## src/rtl/risc_v_multicycle.sv

```systemverilog
// risc_v_multicycle: multi-cycle RV32I-subset core (lw, sw, add, sub, and, or,
// slt, addi, andi, ori, slti, beq, bne, jal). It has one shared ALU, an internal
// 32x32 register file and a single unified memory port that uses a req/ready
// handshake.
// Optional feature: define RISC_V_MC_ILLEGAL_TRAP_EN to halt on unsupported
// encodings. When it is undefined, they retire as NOPs.
//
// state  | meaning
// FETCH  | read instruction at PC, PC <= PC+4
// DECODE | read rs1/rs2, precompute branch/jump target, dispatch
// MEMADR | effective address for lw/sw
// MEMRD  | load access
// MEMWB  | write loaded word to rd
// MEMWR  | store access
// EXECR  | register-register ALU op
// EXECI  | register-immediate ALU op
// ALUWB  | write ALUOut to rd
// BRANCH | compare and redirect PC if taken
// JAL    | redirect PC, link value into ALUOut
// HALT   | illegal instruction trap (only with the trap macro)
module risc_v_multicycle #(
  parameter int          DATA_WIDTH = 32,
  parameter int          ADDR_WIDTH = 16,
  parameter logic [31:0] RESET_PC   = 32'h0
) (
  input  logic                  CLK,
  input  logic                  RST,
  output logic                  mem_req,
  output logic                  mem_we,
  output logic [ADDR_WIDTH-1:0] mem_addr,
  output logic [DATA_WIDTH-1:0] mem_wdata,
  input  logic [DATA_WIDTH-1:0] mem_rdata,
  input  logic                  mem_ready,
  output logic [DATA_WIDTH-1:0] a0,
  output logic [31:0]           instret,
  output logic                  illegal
);
  localparam logic [3:0] S_FETCH = 4'd0, S_DECODE = 4'd1, S_MEMADR = 4'd2,
    S_MEMRD = 4'd3, S_MEMWB = 4'd4, S_MEMWR = 4'd5, S_EXECR = 4'd6,
    S_EXECI = 4'd7, S_ALUWB = 4'd8, S_BRANCH = 4'd9, S_JAL = 4'd10;
`ifdef RISC_V_MC_ILLEGAL_TRAP_EN
  localparam logic [3:0] S_HALT = 4'd11;
`endif
  localparam logic [6:0] OP_LOAD = 7'b0000011, OP_STORE = 7'b0100011,
    OP_R = 7'b0110011, OP_I = 7'b0010011, OP_BR = 7'b1100011, OP_JAL = 7'b1101111;
  localparam logic [2:0] ALU_ADD = 3'd0, ALU_SUB = 3'd1, ALU_AND = 3'd2,
    ALU_OR = 3'd3, ALU_SLT = 3'd4;

  logic [3:0]            r_state;
  logic [DATA_WIDTH-1:0] r_pc, r_oldpc, r_ir, r_a, r_b, r_aluout, r_mdr;
  logic [DATA_WIDTH-1:0] r_rf [0:31];
  logic [31:0]           r_instret;

  logic [6:0]            w_opcode, w_f7;
  logic [4:0]            w_rd, w_rs1, w_rs2;
  logic [2:0]            w_f3, w_fn_op, w_alu_op;
  logic [DATA_WIDTH-1:0] w_imm_i, w_imm_s, w_imm_b, w_imm_j;
  logic [DATA_WIDTH-1:0] w_alu_a, w_alu_b, w_alu_y;
  logic                  w_alu_zero, w_f3_alu_ok, w_is_mem, w_is_r, w_is_i;
  logic                  w_is_br, w_is_jal, w_br_taken;
  logic [ADDR_WIDTH-3:0] w_word_addr;

  assign w_opcode = r_ir[6:0];
  assign w_rd     = r_ir[11:7];
  assign w_f3     = r_ir[14:12];
  assign w_rs1    = r_ir[19:15];
  assign w_rs2    = r_ir[24:20];
  assign w_f7     = r_ir[31:25];
  assign w_imm_i  = {{20{r_ir[31]}}, r_ir[31:20]};
  assign w_imm_s  = {{20{r_ir[31]}}, r_ir[31:25], r_ir[11:7]};
  assign w_imm_b  = {{19{r_ir[31]}}, r_ir[31], r_ir[7], r_ir[30:25], r_ir[11:8], 1'b0};
  assign w_imm_j  = {{11{r_ir[31]}}, r_ir[31], r_ir[19:12], r_ir[20], r_ir[30:21], 1'b0};

  assign w_f3_alu_ok = (w_f3 == 3'b000) || (w_f3 == 3'b111) || (w_f3 == 3'b110) || (w_f3 == 3'b010);
  assign w_is_mem = ((w_opcode == OP_LOAD) || (w_opcode == OP_STORE)) && (w_f3 == 3'b010);
  assign w_is_r   = (w_opcode == OP_R) && w_f3_alu_ok &&
                    ((w_f7 == 7'b0000000) || ((w_f7 == 7'b0100000) && (w_f3 == 3'b000)));
  assign w_is_i   = (w_opcode == OP_I) && w_f3_alu_ok;
  assign w_is_br  = (w_opcode == OP_BR) && ((w_f3 == 3'b000) || (w_f3 == 3'b001));
  assign w_is_jal = (w_opcode == OP_JAL);

  // funct3 to ALU operation; sub only exists in the register-register form
  always_comb begin
    case (w_f3)
      3'b111:  w_fn_op = ALU_AND;
      3'b110:  w_fn_op = ALU_OR;
      3'b010:  w_fn_op = ALU_SLT;
      default: w_fn_op = (w_opcode == OP_R && w_f7[5]) ? ALU_SUB : ALU_ADD;
    endcase
  end

  // Shared ALU operand select; the default (FETCH) computes PC+4
  always_comb begin
    w_alu_a  = r_pc;
    w_alu_b  = 32'd4;
    w_alu_op = ALU_ADD;
    case (r_state)
      S_DECODE: begin w_alu_a = r_oldpc; w_alu_b = w_is_jal ? w_imm_j : w_imm_b; end
      S_MEMADR: begin w_alu_a = r_a; w_alu_b = (w_opcode == OP_STORE) ? w_imm_s : w_imm_i; end
      S_EXECR:  begin w_alu_a = r_a; w_alu_b = r_b;     w_alu_op = w_fn_op; end
      S_EXECI:  begin w_alu_a = r_a; w_alu_b = w_imm_i; w_alu_op = w_fn_op; end
      S_BRANCH: begin w_alu_a = r_a; w_alu_b = r_b;     w_alu_op = ALU_SUB; end
      S_JAL:    begin w_alu_a = r_oldpc; end
      default:  ;
    endcase
  end

  // ALU function
  always_comb begin
    case (w_alu_op)
      ALU_SUB: w_alu_y = w_alu_a - w_alu_b;
      ALU_AND: w_alu_y = w_alu_a & w_alu_b;
      ALU_OR:  w_alu_y = w_alu_a | w_alu_b;
      ALU_SLT: w_alu_y = {31'd0, $signed(w_alu_a) < $signed(w_alu_b)};
      default: w_alu_y = w_alu_a + w_alu_b;
    endcase
  end

  assign w_alu_zero = (w_alu_y == '0);
  assign w_br_taken = (w_f3 == 3'b000) ? w_alu_zero : !w_alu_zero;

  // Main FSM and datapath registers
  always_ff @(posedge CLK) begin
    if (RST) begin
      r_state   <= S_FETCH;
      r_pc      <= RESET_PC;
      r_oldpc   <= '0;
      r_ir      <= '0;
      r_a       <= '0;
      r_b       <= '0;
      r_aluout  <= '0;
      r_mdr     <= '0;
      r_instret <= '0;
    end else begin
      case (r_state)
        S_FETCH: if (mem_ready) begin
          r_ir <= mem_rdata; r_oldpc <= r_pc; r_pc <= w_alu_y; r_state <= S_DECODE;
        end
        S_DECODE: begin
          r_a      <= r_rf[w_rs1];
          r_b      <= r_rf[w_rs2];
          r_aluout <= w_alu_y;
          if (w_is_mem)      r_state <= S_MEMADR;
          else if (w_is_r)   r_state <= S_EXECR;
          else if (w_is_i)   r_state <= S_EXECI;
          else if (w_is_br)  r_state <= S_BRANCH;
          else if (w_is_jal) r_state <= S_JAL;
          else begin
`ifdef RISC_V_MC_ILLEGAL_TRAP_EN
            r_state <= S_HALT;
`else
            r_state <= S_FETCH; r_instret <= r_instret + 32'd1;
`endif
          end
        end
        S_MEMADR: begin
          r_aluout <= w_alu_y;
          r_state  <= (w_opcode == OP_STORE) ? S_MEMWR : S_MEMRD;
        end
        S_MEMRD: if (mem_ready) begin r_mdr <= mem_rdata; r_state <= S_MEMWB; end
        S_MEMWR: if (mem_ready) begin r_instret <= r_instret + 32'd1; r_state <= S_FETCH; end
        S_EXECR, S_EXECI: begin r_aluout <= w_alu_y; r_state <= S_ALUWB; end
        S_MEMWB, S_ALUWB: begin r_instret <= r_instret + 32'd1; r_state <= S_FETCH; end
        S_BRANCH: begin
          if (w_br_taken) r_pc <= r_aluout;
          r_instret <= r_instret + 32'd1;
          r_state   <= S_FETCH;
        end
        S_JAL: begin r_pc <= r_aluout; r_aluout <= w_alu_y; r_state <= S_ALUWB; end
`ifdef RISC_V_MC_ILLEGAL_TRAP_EN
        S_HALT: r_state <= S_HALT;
`endif
        default: r_state <= S_FETCH;
      endcase
    end
  end

  // Register file: single write port, used only in the write-back states; x0 never written
  always_ff @(posedge CLK) begin
    if (RST) begin
      for (int i = 0; i < 32; i++) r_rf[i] <= '0;
    end else if ((r_state == S_MEMWB || r_state == S_ALUWB) && w_rd != 5'd0) begin
      r_rf[w_rd] <= (r_state == S_MEMWB) ? r_mdr : r_aluout;
    end
  end

`ifdef RISC_V_MC_ILLEGAL_TRAP_EN
  logic r_illegal;
  // Sticky trap flag, cleared only by reset
  always_ff @(posedge CLK) begin
    if (RST) r_illegal <= 1'b0;
    else if (r_state == S_DECODE && !(w_is_mem || w_is_r || w_is_i || w_is_br || w_is_jal))
      r_illegal <= 1'b1;
  end
  assign illegal = r_illegal;
`else
  assign illegal = 1'b0;
`endif

  assign w_word_addr = (r_state == S_FETCH) ? r_pc[ADDR_WIDTH-1:2] : r_aluout[ADDR_WIDTH-1:2];
  assign mem_req   = (r_state == S_FETCH) || (r_state == S_MEMRD) || (r_state == S_MEMWR);
  assign mem_we    = (r_state == S_MEMWR);
  assign mem_addr  = {w_word_addr, 2'b00};
  assign mem_wdata = (r_state == S_MEMWR) ? r_b : '0;
  assign a0        = r_rf[10];
  assign instret   = r_instret;
endmodule

```

## config.mk

```make
export PLATFORM = sky130hd
export DESIGN_NAME = risc_v_multicycle
export DESIGN_NICKNAME = d
export VERILOG_FILES = /design/src/rtl/risc_v_multicycle.sv
export SDC_FILE = /design/constraint.sdc
export NUM_CORES = 2
export LEC_CHECK = 0
export ABC_AREA = 0
export CORE_AREA = 4 4 419 421
export CTS_CLUSTER_SIZE = 10
export DETAILED_ROUTE_END_ITERATION = 8
export DIE_AREA = 0 0 423 425
export PLACE_DENSITY_LB_ADDON = 0.15
export SKIP_LAST_GASP = 1
export SLEW_MARGIN = 10
export SYNTH_ARGS = -nofsm -noshare
export SYNTH_HDL_FRONTEND = slang
export SYNTH_SLANG_ARGS = --single-unit
```

## constraint.sdc

```tcl
create_clock -name CLK -period 7.65 [get_ports CLK]
set_input_delay 1.53 -clock CLK [delete_from_list [all_inputs] [get_ports CLK]]
set_output_delay 1.53 -clock CLK [all_outputs]
set_load 0.05 [all_outputs]
```

Word level (Yosys, flattened, before mapping)
Memories as Yosys holds them, arrays and structs flattened. A register that Yosys moved wholly into a read port is not among the register bits.
Cells that the tools add are included.

word-level totals
  bits in registers = 196
  memory bits (writable) = 1024
  output and inout bits = 115
  word-level logic and storage cells = 126
  memories kept = 1

memories
  name  words  width  rd ports  clocked after Yosys merged registers in  write ports  line  text
  r_rf  32     32     3         2                                        32           51    logic [DATA_WIDTH-1:0] r_rf [0:31];

operators by class
  add/sub/neg operators = 3
  order comparisons = 1
  equality and inequality tests = 34
  multiplexer cells = 40
  bitwise gates (word level) = 2
  reductions and logical operators = 38

operator list
  kind                                                             count
  32-bit two-way mux                                               11
  32-bit one-hot mux with 4 select lines                           2
  32-bit one-hot mux with 3 select lines                           2
  32-bit one-hot mux with 2 select lines                           1
  32-bit by 1-bit adder with 32-bit output, second input constant  1
  32-bit adder                                                     1
  32-bit bitwise AND                                               1
  32-bit logical NOT                                               1
  32-bit < comparator                                              1
  4-bit two-way mux                                                8
  32-bit bitwise OR                                                1
  32-bit OR reduction                                              1
  32-bit subtractor                                                1
  4-bit one-hot mux with 6 select lines                            1
  7-bit by 6-bit == test with 1-bit output, second input constant  3
  20-bit two-way mux                                               1
  4-bit by 3-bit == test with 1-bit output, second input constant  4
  2-bit inequality test, second input constant                     8
  7-bit == test, second input constant                             2
  14-bit two-way mux                                               1
  4-bit == test, second input constant                             3
  5-bit two-way mux                                                2
  3-bit by 2-bit == test with 1-bit output, second input constant  3
  3-bit == test, second input constant                             3
  25 further kinds                                                 55

Longest topological paths before layout
  depth after elaboration = 12
  depth in mapped cells = 25

Worst setup path before layout
Ideal clock, no wire load.

  kind = register to register
  from = register r_state[1]
  to = register r_pc[21]
  library setup time = 0.121 ns
  arrival time = 5.460 ns
  required time = 7.529 ns
  path slack = 2.069 ns
  cell stages (with the launch flop) = 25
  buffers on the path = 4
  cell sequence = dfxtp_1 > clkbuf_1 > inv_1 > nor2_1 > a21oi_1 > nor2b_1 > clkbuf_1 > clkbuf_1 > a221o_1 > inv_1 > ha_1 > fa_1 > o21bai_1 > a311o_1 > a221o_1 > a211o_1 > nand3_1 > a221oi_1 > nand3_1 > or4_1 > nor4_2 > nand4_1 > nand3_4 > buf_6 > mux2_4

on the way
  longest elaborated chain between the ends = 10
  elaborated cells on any way between the ends = 33

RTL lines
  element                                                                           line     text
  start: declaration                                                                49       logic [3:0] r_state;
  start signal: assignment                                                          158      r_state <= (w_opcode == OP_STORE) ? S_MEMWR : S_MEMRD;
  4-bit == test, or another cell as far along                                       97, 135
  4-bit OR reduction (no source line) / 2-bit OR reduction (equally long branches)  -
  32-bit one-hot mux with 2 select lines, or another cell as far along              97       case (r_state)
  32-bit adder, or another cell as far along                                        115      default: w_alu_y = w_alu_a + w_alu_b;
  32-bit one-hot mux with 4 select lines                                            110      case (w_alu_op)
  32-bit logical NOT                                                                119      assign w_alu_zero = (w_alu_y == '0);
  1-bit logical NOT                                                                 120      assign w_br_taken = (w_f3 == 3'b000) ? w_alu_zero : !w_alu_zero;
  1-bit two-way mux                                                                 120
  2-bit inequality test (no source line)                                            -
  3-bit AND reduction (no source line)                                              -
  end signal: assignment                                                            165      if (w_br_taken) r_pc <= r_aluout;
  end: declaration                                                                  50       logic [DATA_WIDTH-1:0] r_pc, r_oldpc, r_ir, r_a, r_b, r_aluout, r_mdr;

Parallel ways exist; a longest one is shown, timed or not. The select of a mux whose other input is x is not followed.
A chain may end at the register's enable or synchronous reset.

Worst setup path after layout
  from = register r_state[0]
  to = register r_pc[8]

Same word-level chain as after synthesis.

==> impl_results.md <==
- CTS Sinks: 1284
- Period utilization: 93.9%
- PD cells: 216 mW/mm²
- DR vias/cell: 6.21
- CTS tree: built
- Fmax achieved: 139 MHz
- Remaining antenna violation count: 0
- Hold Path Class: reg -> reg
- Gr busiest metal: met2
- Dpl ws: 0.749 ns
- Design Area, Final: 0.0770 mm²
- Met3 usage: 4.73%
- CP Capture Type: register
- CTS clk-pin slew, worst paths: 0.06 ns
- Hpwl dp: 159000 µm
- Core area: 0.171 mm²
- Final Hold Viols: 0
- Fin crit period: 7.19 ns
- Post-synthesis sequential area ratio: 52.6%
- Clk buf depth: 3
- CTS buffer count: 152
- Setup CP Type: reg -> reg
- DR WL/cell: 33.5 µm
- Status: completed
- Multi-input gate area: 0.0308 mm²
- Max cap viols: 0
- # DRC: 0
- Total gr overflow: 0
- Final Setup Violations: 0
- Worst path required time: 8.36 ns
- Post-Place Cells: 7489
- Post-synthesis register bit count: 1284
- R2R depth: 19
- Setup repair bufs after CTS: 0
- Layout cells sized above 1: 20.8%
- Slowest CP cell: nor2_1
- Most used DFF post-synth: edfxtp_1
- Worst setup margin: 0.465 ns
- Iteration-0 DRC Markers: 6034
- Synth warnings: 0
- Synth unique cells: 91
- Count of pins over their slew limit: 0
- Final Power: 16.6 mW
- Worst path cell trace: nand2_1, or3_1, nor2_1, o21ai_0, and2_1, ha_1, nand4_1, or3_1, a211oi_1, o21ai_1, a21oi_1, o221ai_1, a311o_1, a2bb2oi_1, and4_1, nand4_1, nand3_4, buf_4, mux2i_1
- Die W: 423 µm
- Full die area: 0.180 mm²
- Setup TNS: 0 ns
- Total Wirelength: 259000 µm
- Die Span Y: 425 µm
- # fillers: 15424
- Worst-path fanout max: 12
- Hold_ws: 0.458 ns
- Largest net degree at the start of global routing: 104
- Mean Syn Cell Area: 12.7 µm²
- Post-CTS Resized: 0
- Post-synth ARST share: 0%
- Routed via count: 47941
- IO Count: 150
- Post-layout utilization of the core: 44.9%
- Htree depth: 4
- Synth Instances: 5369
- # rows: 152
- Met2 Track Usage GR: 45.5%
- Slew HR: 16.3%
- Detailed Routing Iterations Pass 1: 6
- EDFF count, synth: 1024
- Slowest stage delay, CP: 0.65 ns
- Initial antenna violation count: 7
- Area of the mapped netlist: 0.0684 mm²
- P&R area growth vs syn: 12.6%
- First-pass GRT wire length: 363000 µm
- All-Layer GR Usage: 28.4%
- IO Port Bufs: 146
- Root buf cell: clkbuf_16
- Post-Layout Cell Count: 7715
- Critical path data arrival time: 7.90 ns
- Leakage: 25.1 nW
- Hold Crit Depth: 2
- Commonest non-fill, non-tap cell in the layout: nor2_1
- Most frequent cells in the layout: nor2_1, edfxtp_1, mux4_2
- Vias in the first global route: 47244
- Unrepaired setup endpoints after global routing: false
- Starting Density: 39.9%
- Final Wtd Congestion: 0.908
- Sequential Area: 0.0360 mm²
- Actual slew at the worst max-slew pin: 1.25 ns
- Clk_lat worst skew: 0.78 ns
- Placed Area: 0.0727 mm²
- Peak VDD IR: 0.243 mV
- CTS Hold Buffers Added: 0
- Final worst clock skew: 0.0251 ns
- Met1 usage: 38.8%
- Startpoint Class: register
- Layout Nets: 5467
## layer usage
metal / up-vias / routed length (µm)
met5: - / 12
met4: 2 / 12000
met3: 468 / 21300
met2: 2354 / 121000
met1: 25062 / 104000
li1: 20055 / -
## sequential cells by signal, summed over array words and instances, names as in the netlist, 32 cells and up
name      cells
r_a          32
r_oldpc      32
r_rf       1024
instret      32
r_ir         32
r_b          32
r_mdr        32
r_aluout     32
r_pc         32
## cells by family after synthesis
group	after synthesis	share of synthesized area (%)
flip-flops	1284	52.6
adder cells (fa/ha/maj)	99	1.83
other	1	0.00548
XOR/XNOR	38	0.487
multiplexers	795	23.4
AND/OR/NAND/NOR	1891	11.6
AO/OA/AOI/OAI	637	6.54
buffers and inverters	624	3.53
## synth_stat cells (all sizes together) (35+ instances only)
| cell type | number | area share (%) |
|---|---|---|
| edfxtp | 1024 | 45 |
| inv | 107 | 0.59 |
| nor2b | 50 | 0.46 |
| a21oi | 199 | 1.5 |
| ha | 97 | 1.8 |
| a221o | 48 | 0.70 |
| and2 | 52 | 0.48 |
| dfxtp | 260 | 7.6 |
| a211oi | 127 | 1.4 |
| mux2i | 137 | 2.0 |
| o21ai | 61 | 0.45 |
| mux4 | 640 | 21 |
| buf | 106 | 0.68 |
| nor2 | 1257 | 6.9 |
| clkbuf | 411 | 2.3 |
| a211o | 35 | 0.45 |
| nand2 | 295 | 1.6 |
| nand2b | 72 | 0.66 |
## worst max-delay path: cells and delay by family, from the launching register on
kind            cells  cell delay [ns]
simple gates        9             3.25
compound gates      7             2.15
flops               1             0.61
fa+ha+maj           1             0.60
buf+inv             1             0.27
mux                 1             0.20
## final timing paths
check	start	to	slack, ns
setup / recovery	r_state[0]$_SDFFE_PP0P_	r_pc[8]$_SDFFE_PP0P_	0.46
hold / removal	r_oldpc[17]$_SDFFE_PP0P_	r_oldpc[17]$_SDFFE_PP0P_	0.46
setup reg to reg	r_state[0]$_SDFFE_PP0P_	r_pc[8]$_SDFFE_PP0P_	0.46
hold reg to reg	r_oldpc[17]$_SDFFE_PP0P_	r_oldpc[17]$_SDFFE_PP0P_	0.46
## layout make-up
| cell class | count | share of cell area [%] |
|---|---|---|
| flip-flops and latches | 1284 | 46.7 |
| multi-input cells | 3495 | 40.0 |
| clock buffers | 203 | 5.34 |
| well taps | 2310 | 3.75 |
| repair buffers | 293 | 3.40 |
| inverters | 107 | 0.521 |
| clock inverters | 20 | 0.255 |
| diodes | 3 | 0.00975 |
## power breakdown
group	switching [mW]	leakage (nW)	internal (mW)
logic	1.22	10.3	0.786
clock network	2.87	2.09	3.75
registers	0.207	12.7	7.77
Power figures use the tool's default switching activity.
